File: config.mk
export PLATFORM = sky130hd
export DESIGN_NAME = wb_crc32
export DESIGN_NICKNAME = d
export VERILOG_FILES = /design/src/rtl/wb_crc32.sv
export SDC_FILE = /design/constraint.sdc
export NUM_CORES = 1
export LEC_CHECK = 0
export BUFFER_PORTS_ARGS = -buffer_cell sky130_fd_sc_hd__buf_2
export CAP_MARGIN = 20
export CORE_MARGIN = 2
export CORE_UTILIZATION = 49
export CTS_CLUSTER_DIAMETER = 120
export CTS_CLUSTER_SIZE = 24
export DETAILED_ROUTE_END_ITERATION = 8
export PLACE_DENSITY_LB_ADDON = 0.08
export SETUP_SLACK_MARGIN = 0.2
export SKIP_CTS_REPAIR_TIMING = 1
export SKIP_LAST_GASP = 1
export SYNTH_ARGS = -nofsm -noshare
export SYNTH_HDL_FRONTEND = slang
export SYNTH_SLANG_ARGS = --single-unit
export TNS_END_PERCENT = 1
File: constraint.sdc
create_clock -name clk -period 2.44 [get_ports clk]
set_clock_uncertainty 0.15 [all_clocks]
set_input_delay 0.366 -clock clk [delete_from_list [all_inputs] [get_ports clk]]
set_output_delay 0.366 -clock clk [all_outputs]
set_load 0.05 [all_outputs]
File: src/rtl/wb_crc32.sv
// Wishbone B4 pipelined CRC-32 (IEEE 802.3, reflected) slave: bytes pushed through DATA, result read back.
// Define WB_CRC32_BYTE_PARALLEL_EN to fold one whole byte per cycle instead of one bit per cycle.
module wb_crc32 #(
  parameter int          ADDR_WIDTH = 32,
  parameter logic [31:0] POLY       = 32'hEDB88320,
  parameter logic [31:0] INIT_VALUE = 32'hFFFFFFFF,
  parameter logic [31:0] XOR_OUT    = 32'hFFFFFFFF
) (
  input  logic                  clk,
  input  logic                  rst,
  input  logic                  cyc,
  input  logic                  stb,
  input  logic                  we,
  input  logic [3:0]            sel,
  input  logic [ADDR_WIDTH-1:0] adr,
  input  logic [31:0]           dat_i,
  output logic [31:0]           dat_o,
  output logic                  ack,
  output logic                  stall,
  output logic                  err
);

  typedef enum logic [1:0] {
    IDLE,
    LOAD,
    SHIFT
  } state_t;

  localparam logic [1:0] REG_CTRL   = 2'd0;
  localparam logic [1:0] REG_DATA   = 2'd1;
  localparam logic [1:0] REG_RESULT = 2'd2;
  localparam logic [1:0] REG_CRC    = 2'd3;

  state_t      state_q, state_d;
  logic [31:0] crc_q, crc_d;
  logic [31:0] data_q, data_d;
  logic [3:0]  mask_q, mask_d;
  logic [31:0] dat_d;
  logic        ack_d, err_d;
`ifndef WB_CRC32_BYTE_PARALLEL_EN
  logic [2:0]  bit_q, bit_d;
`endif

  logic [1:0]  reg_sel;
  logic        busy;
  logic        ctrl_rd;
  logic        accept;
  logic [1:0]  lane;
  logic [3:0]  mask_next;
  logic        adr_unused;

  function automatic logic [31:0] crc_step(input logic [31:0] c, input logic d);
    logic fb;
    fb = c[0] ^ d;
    return (c >> 1) ^ (fb ? POLY : 32'h0);
  endfunction

`ifdef WB_CRC32_BYTE_PARALLEL_EN
  function automatic logic [31:0] crc_byte(input logic [31:0] c, input logic [7:0] b);
    logic [31:0] r;
    r = c;
    for (int i = 0; i < 8; i++) begin
      r = crc_step(r, b[i]);
    end
    return r;
  endfunction
`endif

  // Lowest enabled lane still waiting in the byte queue.
  function automatic logic [1:0] first_lane(input logic [3:0] m);
    if (m[0]) return 2'd0;
    if (m[1]) return 2'd1;
    if (m[2]) return 2'd2;
    return 2'd3;
  endfunction

  assign reg_sel    = adr[3:2];
  assign adr_unused = ^{adr[ADDR_WIDTH-1:4], adr[1:0]};
  assign busy       = (state_q == SHIFT);
  assign ctrl_rd    = (reg_sel == REG_CTRL) && !we;
  // LOAD also stalls so nothing can slip in between a DATA ack and the first shift.
  assign stall      = (state_q != IDLE) && !ctrl_rd;
  assign accept     = cyc && stb && !stall;
  assign lane       = first_lane(mask_q);
  assign mask_next  = mask_q & ~(4'b0001 << lane);

  always_comb begin
    state_d = state_q;
    crc_d   = crc_q;
    data_d  = data_q;
    mask_d  = mask_q;
    dat_d   = 32'h0;
    ack_d   = 1'b0;
    err_d   = 1'b0;
`ifndef WB_CRC32_BYTE_PARALLEL_EN
    bit_d   = bit_q;
`endif

    case (state_q)
      LOAD: begin
        state_d = SHIFT;
`ifndef WB_CRC32_BYTE_PARALLEL_EN
        bit_d   = 3'd0;
`endif
      end
      SHIFT: begin
`ifdef WB_CRC32_BYTE_PARALLEL_EN
        crc_d  = crc_byte(crc_q, data_q[{lane, 3'b000} +: 8]);
        mask_d = mask_next;
        if (mask_next == 4'b0000) state_d = IDLE;
`else
        crc_d = crc_step(crc_q, data_q[{lane, bit_q}]);
        bit_d = bit_q + 3'd1;
        if (bit_q == 3'd7) begin
          mask_d = mask_next;
          if (mask_next == 4'b0000) state_d = IDLE;
        end
`endif
      end
      default: ;
    endcase

    // Only CTRL reads get through while shifting, so these never collide with the datapath.
    if (accept) begin
      ack_d = 1'b1;
      case (reg_sel)
        REG_CTRL: begin
          if (we) begin
            if (dat_i[0]) crc_d = INIT_VALUE;
          end else begin
            dat_d = {30'h0, busy, 1'b0};
          end
        end
        REG_DATA: begin
          if (we && (sel != 4'b0000)) begin
            data_d  = dat_i;
            mask_d  = sel;
            state_d = LOAD;
          end
        end
        REG_RESULT: begin
          if (we) begin
            ack_d = 1'b0;
            err_d = 1'b1;
          end else begin
            dat_d = crc_q ^ XOR_OUT;
          end
        end
        default: begin
          if (we) crc_d = dat_i;
          else    dat_d = crc_q;
        end
      endcase
    end
  end

  always_ff @(posedge clk) begin
    if (rst) begin
      state_q <= IDLE;
      crc_q   <= INIT_VALUE;
      data_q  <= 32'h0;
      mask_q  <= 4'b0000;
      dat_o   <= 32'h0;
      ack     <= 1'b0;
      err     <= 1'b0;
`ifndef WB_CRC32_BYTE_PARALLEL_EN
      bit_q   <= 3'd0;
`endif
    end else begin
      state_q <= state_d;
      crc_q   <= crc_d;
      data_q  <= data_d;
      mask_q  <= mask_d;
      dat_o   <= dat_d;
      ack     <= ack_d;
      err     <= err_d;
`ifndef WB_CRC32_BYTE_PARALLEL_EN
      bit_q   <= bit_d;
`endif
    end
  end

endmodule

[Yosys cells after proc, flatten, opt, wreduce, memory -nomap -nowiden]
Cells that the tools add are included.
W data, S select, Z words.
Word-level totals
  input port bits: 73
  logic and storage cells: 80
  output and inout bits: 35
  bits in registers: 107
Cells by class
  eq/ne operators: 5
  order comparisons: 1
  reductions and logical operators: 17
  add/subtract/negate cells: 1
  shifts and indexed selects: 1
  multiplexer cells: 40
  bitwise operators: 7
Operators with widths (number)
  $mux W32: 8
  $pmux W32 S3: 1
  $pmux W32 S2: 1
  $not A32 Y32: 1
  $xor A31 B32 Y32: 1
  $mux W2: 12
  $mux W4: 5
  $mux W1: 10
  $lt A5 B6 Y1 const B: 1
  $pmux W3 S2: 1
  $bmux W1 S5: 1
  $logic_and A1 B1 Y1: 5
  $and A4 B4 Y4: 1
  $eq A2 B1 Y1 const B: 2
  $eq A2 B2 Y1 const B: 2
  $logic_not A4 Y1: 1
  $not A4 Y4: 1
  $pmux W2 S2: 1
  $reduce_bool A2 Y1: 2
  $reduce_bool A4 Y1: 1
  $reduce_or A2 Y1: 2
  $shl A1 B2 Y4 const A: 1
  $add A3 B1 Y3 const B: 1
  $eq A3 B3 Y1 const B: 1
  other kinds (6): 9

[Longest topological paths before layout]
Gate-level depths: netlist (run 1).
  depth after elaboration: 17
  depth in mapped cells: 10

[Worst setup path before layout (run 1)]
OpenSTA, ideal clock, no wires.
  path kind: input to register
  start: input port adr[2]
  end: register dat_o[0]
  arrival time: 2.616 ns
  required time: 2.162 ns
  buffers on the path: 3
  setup time: 0.128 ns
  cell stages on the path: 9
  setup slack: -0.454 ns
  cells stage by stage: inv_1 -> ha_1 -> a21oi_1 -> or2_2 -> clkbuf_1 -> or3_1 -> clkbuf_1 -> clkbuf_1 -> nor2_1
Between the ends
  longest elaborated chain between the ends: 8
Ends and longest elaborated chain
  start, declared: RTL line 15  | input logic [ADDR_WIDTH-1:0] adr,
  $logic_not A2 Y1: RTL line 80  | assign ctrl_rd = (reg_sel == REG_CTRL) && !we;
  $logic_and A1 B1 Y1: RTL line 80
  $logic_not A1 Y1: RTL line 82  | assign stall = (state_q != IDLE) && !ctrl_rd;
  $logic_and A1 B1 Y1: RTL line 82
  via stall: RTL line 19  | output logic stall,
  $logic_not A1 Y1: RTL line 83  | assign accept = cyc && stb && !stall;
  $logic_and A1 B1 Y1: RTL line 83
  $not A1 Y1 (no source line)
  $reduce_or A2 Y1 (no source line)
  end signal, assigned: RTL line 174  | dat_o <= dat_d;
  end, declared: RTL line 17  | output logic [31:0] dat_o,
The timed path passes the listed nets, and every way through them passes these cells.
A chain may end at the register's enable or synchronous reset.

[Worst setup path after layout (run 1)]
  start: register bit_q[0]
  end: register crc_q[5]
Between the ends
  longest elaborated chain between the ends: 10
Ends and longest elaborated chain
  start, declared: RTL line 41  | logic [2:0] bit_q, bit_d;
  start signal, assigned: RTL line 178  | bit_q <= bit_d;
  $bmux W1 S5 *: RTL line 112  | crc_d = crc_step(crc_q, data_q[{lane, bit_q}]);
  $mux W1 (implied by the code) *: RTL line 112
  $xor A1 B1 Y1 *: RTL line 54  | fb = c[0] ^ d;
  $mux W32 *: RTL line 55  | return (c >> 1) ^ (fb ? POLY : 32'h0);
  $xor A31 B32 Y32 *: RTL line 55
  $mux W32 *: RTL line 99  | case (state_q)
  $mux W32: RTL line 129  | if (dat_i[0]) crc_d = INIT_VALUE;
  $mux W32: RTL line 128  | if (we) begin
  $pmux W32 S2: RTL line 126  | case (reg_sel)
  $mux W32 *: RTL line 124  | if (accept) begin
  end signal, assigned: RTL line 171  | crc_q <= crc_d;
  end, declared: RTL line 35  | logic [31:0] crc_q, crc_d;
Every way passes the cells marked *; elsewhere a longest branch is shown, timed or not. The select of a mux whose other input is x is not followed.

==> results.cfg, run 1 <==
[sta]
min_period_ns = 2.46
maxClockFrequency_mhz = 407
finalHoldViolCount = 0
slew_headroom = 0.512
rsz0062_at_grt = true
worst_slack_ns = -0.0155
period_share = 1.01
setup_viol = 4
holdWs_ns = 0.0769
slew_violations = 0
setup_tns_ns = -0.0391
worst_pin_slew_ns = 0.732

[power]
p_leak_nw = 2.22
vdd_ir_drop_max_mv = 0.349
power.density_nw_per_um2 = 548

[cts]
cts.clk_slew.worst_paths_ns = 0.10
clock-sinks = 107
numCtsBuffers = 9
clock_latency_ns = 0.38
cts_max_path_buffers = 2
h-tree-depth = 3
cts_root_buf = clkbuf_8
cts_tree = built

[floorplan]
dieArea_um2 = 11200
std_cell_rows = 37
die_w_um = 106
initial_utilization = 0.497
num_io_pins = 108
die_y_um = 106
fp.coreArea_um2 = 10200

[finish]
antenna_cells = 0
utilization = 0.583
drive_gt1_frac = 0.217
layout_common_cells = nor2_1, dfxtp_1, a21oi_1
final_common_cell = nor2_1
fin_area_um2 = 5930
nets = 784
area_growth_pct = 17.3

[outcome]
violations = negative setup slack
status = finished with violations

[critical_path]
critical_path_arrival_ns = 2.63
start_kind = flip-flop
critPathMostFrequentCell = mux2_2
path_cells = mux4_1, mux2_2, a22oi_2, xnor2_2, buf_12, mux2_2, nand3_1
critical_path_class = reg2reg
cp-end-kind = flip-flop
cp_max_fo = 9
path_delay_family = multiplexers
cp.required_ns = 2.61
crit_path_max_incr_delay_ns = 0.55
cp.buffers_inverters = 1
slowest_stage = mux4_1

[detailed_routing]
drt-met1-wl_um = 5610
remaining_drc_errors = 0
maxUsedRoutingLayer = met4
route.met2.wl_um = 5720
ant_nets = 0
drt_pre_antenna_iters = 4
wl_per_cell_um = 14.1
dr_total_vias = 4400
dr_wl_met3_um = 392
via_per_inst = 5.23
routed_wl_um = 11900
drtIter0Drc = 128

[logic_synthesis]
yosys.cell_types.count = 36
ys_warn_count = 0
syn-cell-area_um2 = 5060
synth-seq-cells = 107
ys_seq_area_frac = 0.423
syn-num-nets = 727
syn_area_per_cell_um2 = 7.85
netlist_instances = 644

[job]
drv_cap = 0

[placed_design]
port-buffer-count = 77
place_congestion = 0.843
placed_cell_area_um2 = 5730
dp_hpwl_um = 8740

[global_route]
grt_max_degree = 76
groute.usage.overall = 0.218
grt_pass1_vias = 4046
antenna_found_initial = 0
grt_pass1_wl_um = 19300
grt_overflow = 0

[worst_hold_path]
min_path_type = in2reg
[report_power, final]
part	switching, mW	internal, mW	total [mW]
Sequential	0.0426	1.79	1.83
Combinational	0.208	0.132	0.341
Clock	0.611	0.471	1.08
Total	0.862	2.39	3.25
[final timing paths]
| path | startpoint | to | slack (ns) | depth (start not counted) |
|---|---|---|---|---|
| max | bit_q[0] | crc_q[5] | -0.02 | 7 |
| min | sel[0] | mask_q[0] | 0.08 | 3 |
| max reg2reg | bit_q[0] | crc_q[5] | -0.02 | 7 |
| min reg2reg | data_q[6] | data_q[6] | 0.30 | 2 |
[synthesized netlist by cell type]
master	count	share of area
nor3b_1	1	0.0015
a31oi_1	2	0.0025
o21ai_0	21	0.021
buf_2	1	0.00099
nand2b_1	4	0.0049
inv_1	7	0.0052
o311ai_0	1	0.0017
buf_6	2	0.0045
nor2_1	132	0.098
maj3_1	1	0.0020
mux4_1	1	0.0052
nand3b_1	27	0.040
nand3_1	31	0.031
a21oi_1	103	0.10
or4_1	1	0.0015
a211oi_1	1	0.0015
clkbuf_1	50	0.037
a221oi_1	1	0.0017
o211a_1	1	0.0020
and2_1	1	0.0012
or2_2	2	0.0025
mux2_1	9	0.020
dfxtp_1	107	0.42
xnor2_2	1	0.0032
buf_1	2	0.0015
nor3_1	4	0.0040
mux2_2	5	0.011
and4b_1	1	0.0020
nand2_1	73	0.054
or3_1	2	0.0025
mux2i_1	31	0.061
a22oi_2	1	0.0025
o211ai_1	1	0.0015
a22oi_1	2	0.0030
ha_1	10	0.025
mux4_2	4	0.018
[worst min-delay path, cell delays in order]
cell,delay [ns]
buf_2,0.10
nand2_1,0.05
a21oi_1,0.05
[through the flow]
stage	setup WS, ns	total power, mW	instances
4_1_cts	-0.0460	3.29	842
2_1_floorplan	0.0672	2.09	644
5_1_grt	-0.0968	3.41	842
3_5_place_dp	-0.0273	2.21	826
6_report	-0.0155	3.25	842
3_3_place_gp	0.0125	2.20	826
[state kept, by name, indices dropped and copies added, names as in the netlist]
name,cells
bit_q,3
state_q,2
crc_q,32
mask_q,4
dat_o,32
err,1
data_q,32
ack,1
[area by class of cell]
cell class              instances  area, um^2
repair buffers                101         619
well taps                     136         170
inverters                       7        26.3
flip-flops and latches        107        2150
fillers                       971        4250
multi-input cells             475        2780
clock buffers                  13         170
clock inverters                 3        25.0
[cells by family (layout without fill, tap and decap cells)]
group | count (synthesis) | count (layout) | share of synthesized area
adder cells (fa/ha/maj) | 11 | 11 | 0.0267
multiplexers | 50 | 50 | 0.116
buffers and inverters | 62 | 124 | 0.0492
XOR/XNOR | 1 | 1 | 0.00322
AND/OR/NAND/NOR | 279 | 279 | 0.243
AO/OA/AOI/OAI | 134 | 134 | 0.139
flip-flops | 107 | 107 | 0.423
[per-layer routing]
metal | GRT usage | vias to the layer above
li1 | - | 2279
met1 | 0.284 | 2048
met2 | 0.370 | 63
met3 | 0.0377 | 10
met4 | 0.0677 | 0
met5 | 0 | -
Note: power is estimated with default switching activity, not from simulation.
==> run 2, diff against run 1 <==
==> constraint.sdc (replaced) <==
create_clock -name clk -period 2.2 [get_ports clk]
set_clock_uncertainty 0.15 [all_clocks]
set_input_delay 0.33 -clock clk [delete_from_list [all_inputs] [get_ports clk]]
set_output_delay 0.33 -clock clk [all_outputs]
set_load 0.05 [all_outputs]
==> run 2 against run 1 <==
Against the previous run: the flow still finishes with violations (negative setup slack); sequential share of layout area fell by 0.35 points; critical path depth did not move; total power rose by 14%; cell count rose by 0.36%; sequential cell count did not move; critical path type unchanged; critical endpoint is now crc_q[23]; largest power group unchanged.
==> results.cfg, run 2 (synthesis results as in run 1) <==
[sta]
worst_pin_slew_ns = 0.344
period_share = 1.11
setup_viol = 14
finalHoldViolCount = 0
worst_slack_ns = -0.251
slew_headroom = 0.771
min_period_ns = 2.45
slew_violations = 0
rsz0062_at_grt = true
holdWs_ns = 0.0337
maxClockFrequency_mhz = 408

[placed_design]
place_congestion = 0.800
placed_cell_area_um2 = 5780
port-buffer-count = 77
dp_hpwl_um = 8690

[cts]
clock-sinks = 107
clock_latency_ns = 0.39
cts_root_buf = clkbuf_8
cts_tree = built
numCtsBuffers = 9
cts.clk_slew.worst_paths_ns = 0.10
h-tree-depth = 3
cts_max_path_buffers = 2

[finish]
antenna_cells = 0
area_growth_pct = 18.5
final_common_cell = nor2_1
nets = 787
fillers = 964
reg_top3 = crc_q: 32 flops, dat_o: 32 flops, data_q: 32 flops
layout_common_cells = nor2_1, dfxtp_1, a21oi_1
drive_gt1_frac = 0.220
fin_area_um2 = 5990

[floorplan]
die_w_um = 106
dieArea_um2 = 11200
fp.coreArea_um2 = 10200
std_cell_rows = 37
num_io_pins = 108
die_y_um = 106
initial_utilization = 0.497

[detailed_routing]
via_per_inst = 5.23
wl_per_cell_um = 14.0
ant_nets = 0
drtIter0Drc = 214
routed_wl_um = 11800
drt_pre_antenna_iters = 5
dr_total_vias = 4421
remaining_drc_errors = 0

[critical_path]
path_cells = mux4_1, mux2_2, a22oi_2, xnor2_2, buf_4, mux2_4, nand3_2
cp.required_ns = 2.38
slowest_stage = mux4_1
crit_path_max_incr_delay_ns = 0.56
path_delay_family = multiplexers
critical_path_arrival_ns = 2.63
cp-end-kind = flip-flop
start_kind = flip-flop
critical_path_class = reg2reg
cp.buffers_inverters = 1
cp_max_fo = 5

[power]
p_int_mw = 2.75
power_switching_mw = 0.979
vdd_ir_drop_max_mv = 0.556
p_leak_nw = 2.26
clockPowerShare = 0.352
power_mw = 3.72
switching_share = 0.263
pwr-share-seq = 0.545
power.density_nw_per_um2 = 621
p_comb_frac = 0.103

[global_route]
grt_overflow = 0
grt_pass1_vias = 4208
grt_max_degree = 76
antenna_found_initial = 0
grt_pass1_wl_um = 19700
groute.usage.overall = 0.223

[outcome]
status = finished with violations
violations = negative setup slack

[worst_hold_path]
min_path_type = in2reg

[job]
drv_cap = 0
[run 2: cell count changes in the layout (fill, tap and decap cells not counted), sizes merged]
cell    previous run  this run
buf              101       104
inv                9        10
bufinv             0         1
clkbuf            13        11
[run 2: per-stage QoR]
stage / util / cells / setup TNS (ns) / worst slack, ns
5_1_grt: 0.588 / 845 / -4.23 / -0.342
3_5_place_dp: 0.567 / 829 / -3.58 / -0.286
3_3_place_gp: 0.567 / 829 / -2.61 / -0.214
4_1_cts: 0.588 / 845 / -3.97 / -0.313
2_1_floorplan: - / 644 / -7.35 / -0.173
6_report: 0.588 / 845 / -3.06 / -0.251
[run 2: tightest hold or removal path: stages]
cell,delay [ns]
buf_2,0.11
nand2_1,0.05
a21oi_1,0.05
[run 2: layout make-up]
type / count / area [um^2] / share of cell area
tap: 136 / 170 / 0.0284
sequential: 107 / 2150 / 0.358
multi-input combinational: 475 / 2770 / 0.462
timing repair buffer: 104 / 663 / 0.111
inverter: 7 / 26.3 / 0.00438
clock inverter: 5 / 63.8 / 0.0106
clock buffer: 11 / 153 / 0.0255
[run 2: worst paths after layout]
| check | start | end | slack (ns) | cells after the start |
|---|---|---|---|---|
| min reg2reg | data_q[9] | data_q[9] | 0.31 | 2 |
| max | bit_q[0] | crc_q[23] | -0.25 | 7 |
| max reg2reg | bit_q[0] | crc_q[23] | -0.25 | 7 |
| min | dat_i[24] | data_q[24] | 0.03 | 3 |
[run 2: layer usage]
layer | global-route usage | vias to the layer above | wire length, um
li1 | - | 2291 | -
met1 | 0.280 | 2049 | 5480
met2 | 0.378 | 71 | 5720
met3 | 0.0606 | 10 | 477
met4 | 0.0583 | 0 | 130
met5 | 0 | - | 0
[run 2: power groups by stage]
| stage | Clock [mW] | Sequential (mW) | Combinational, mW |
|---|---|---|---|
| after global placement | 0 | 2.08 | 0.377 |
| after detailed placement | 0 | 2.08 | 0.384 |
| after global routing | 1.43 | 2.04 | 0.425 |
| final | 1.31 | 2.03 | 0.383 |
| after CTS | 1.36 | 2.03 | 0.385 |
| after floorplan | 0 | 2.09 | 0.228 |
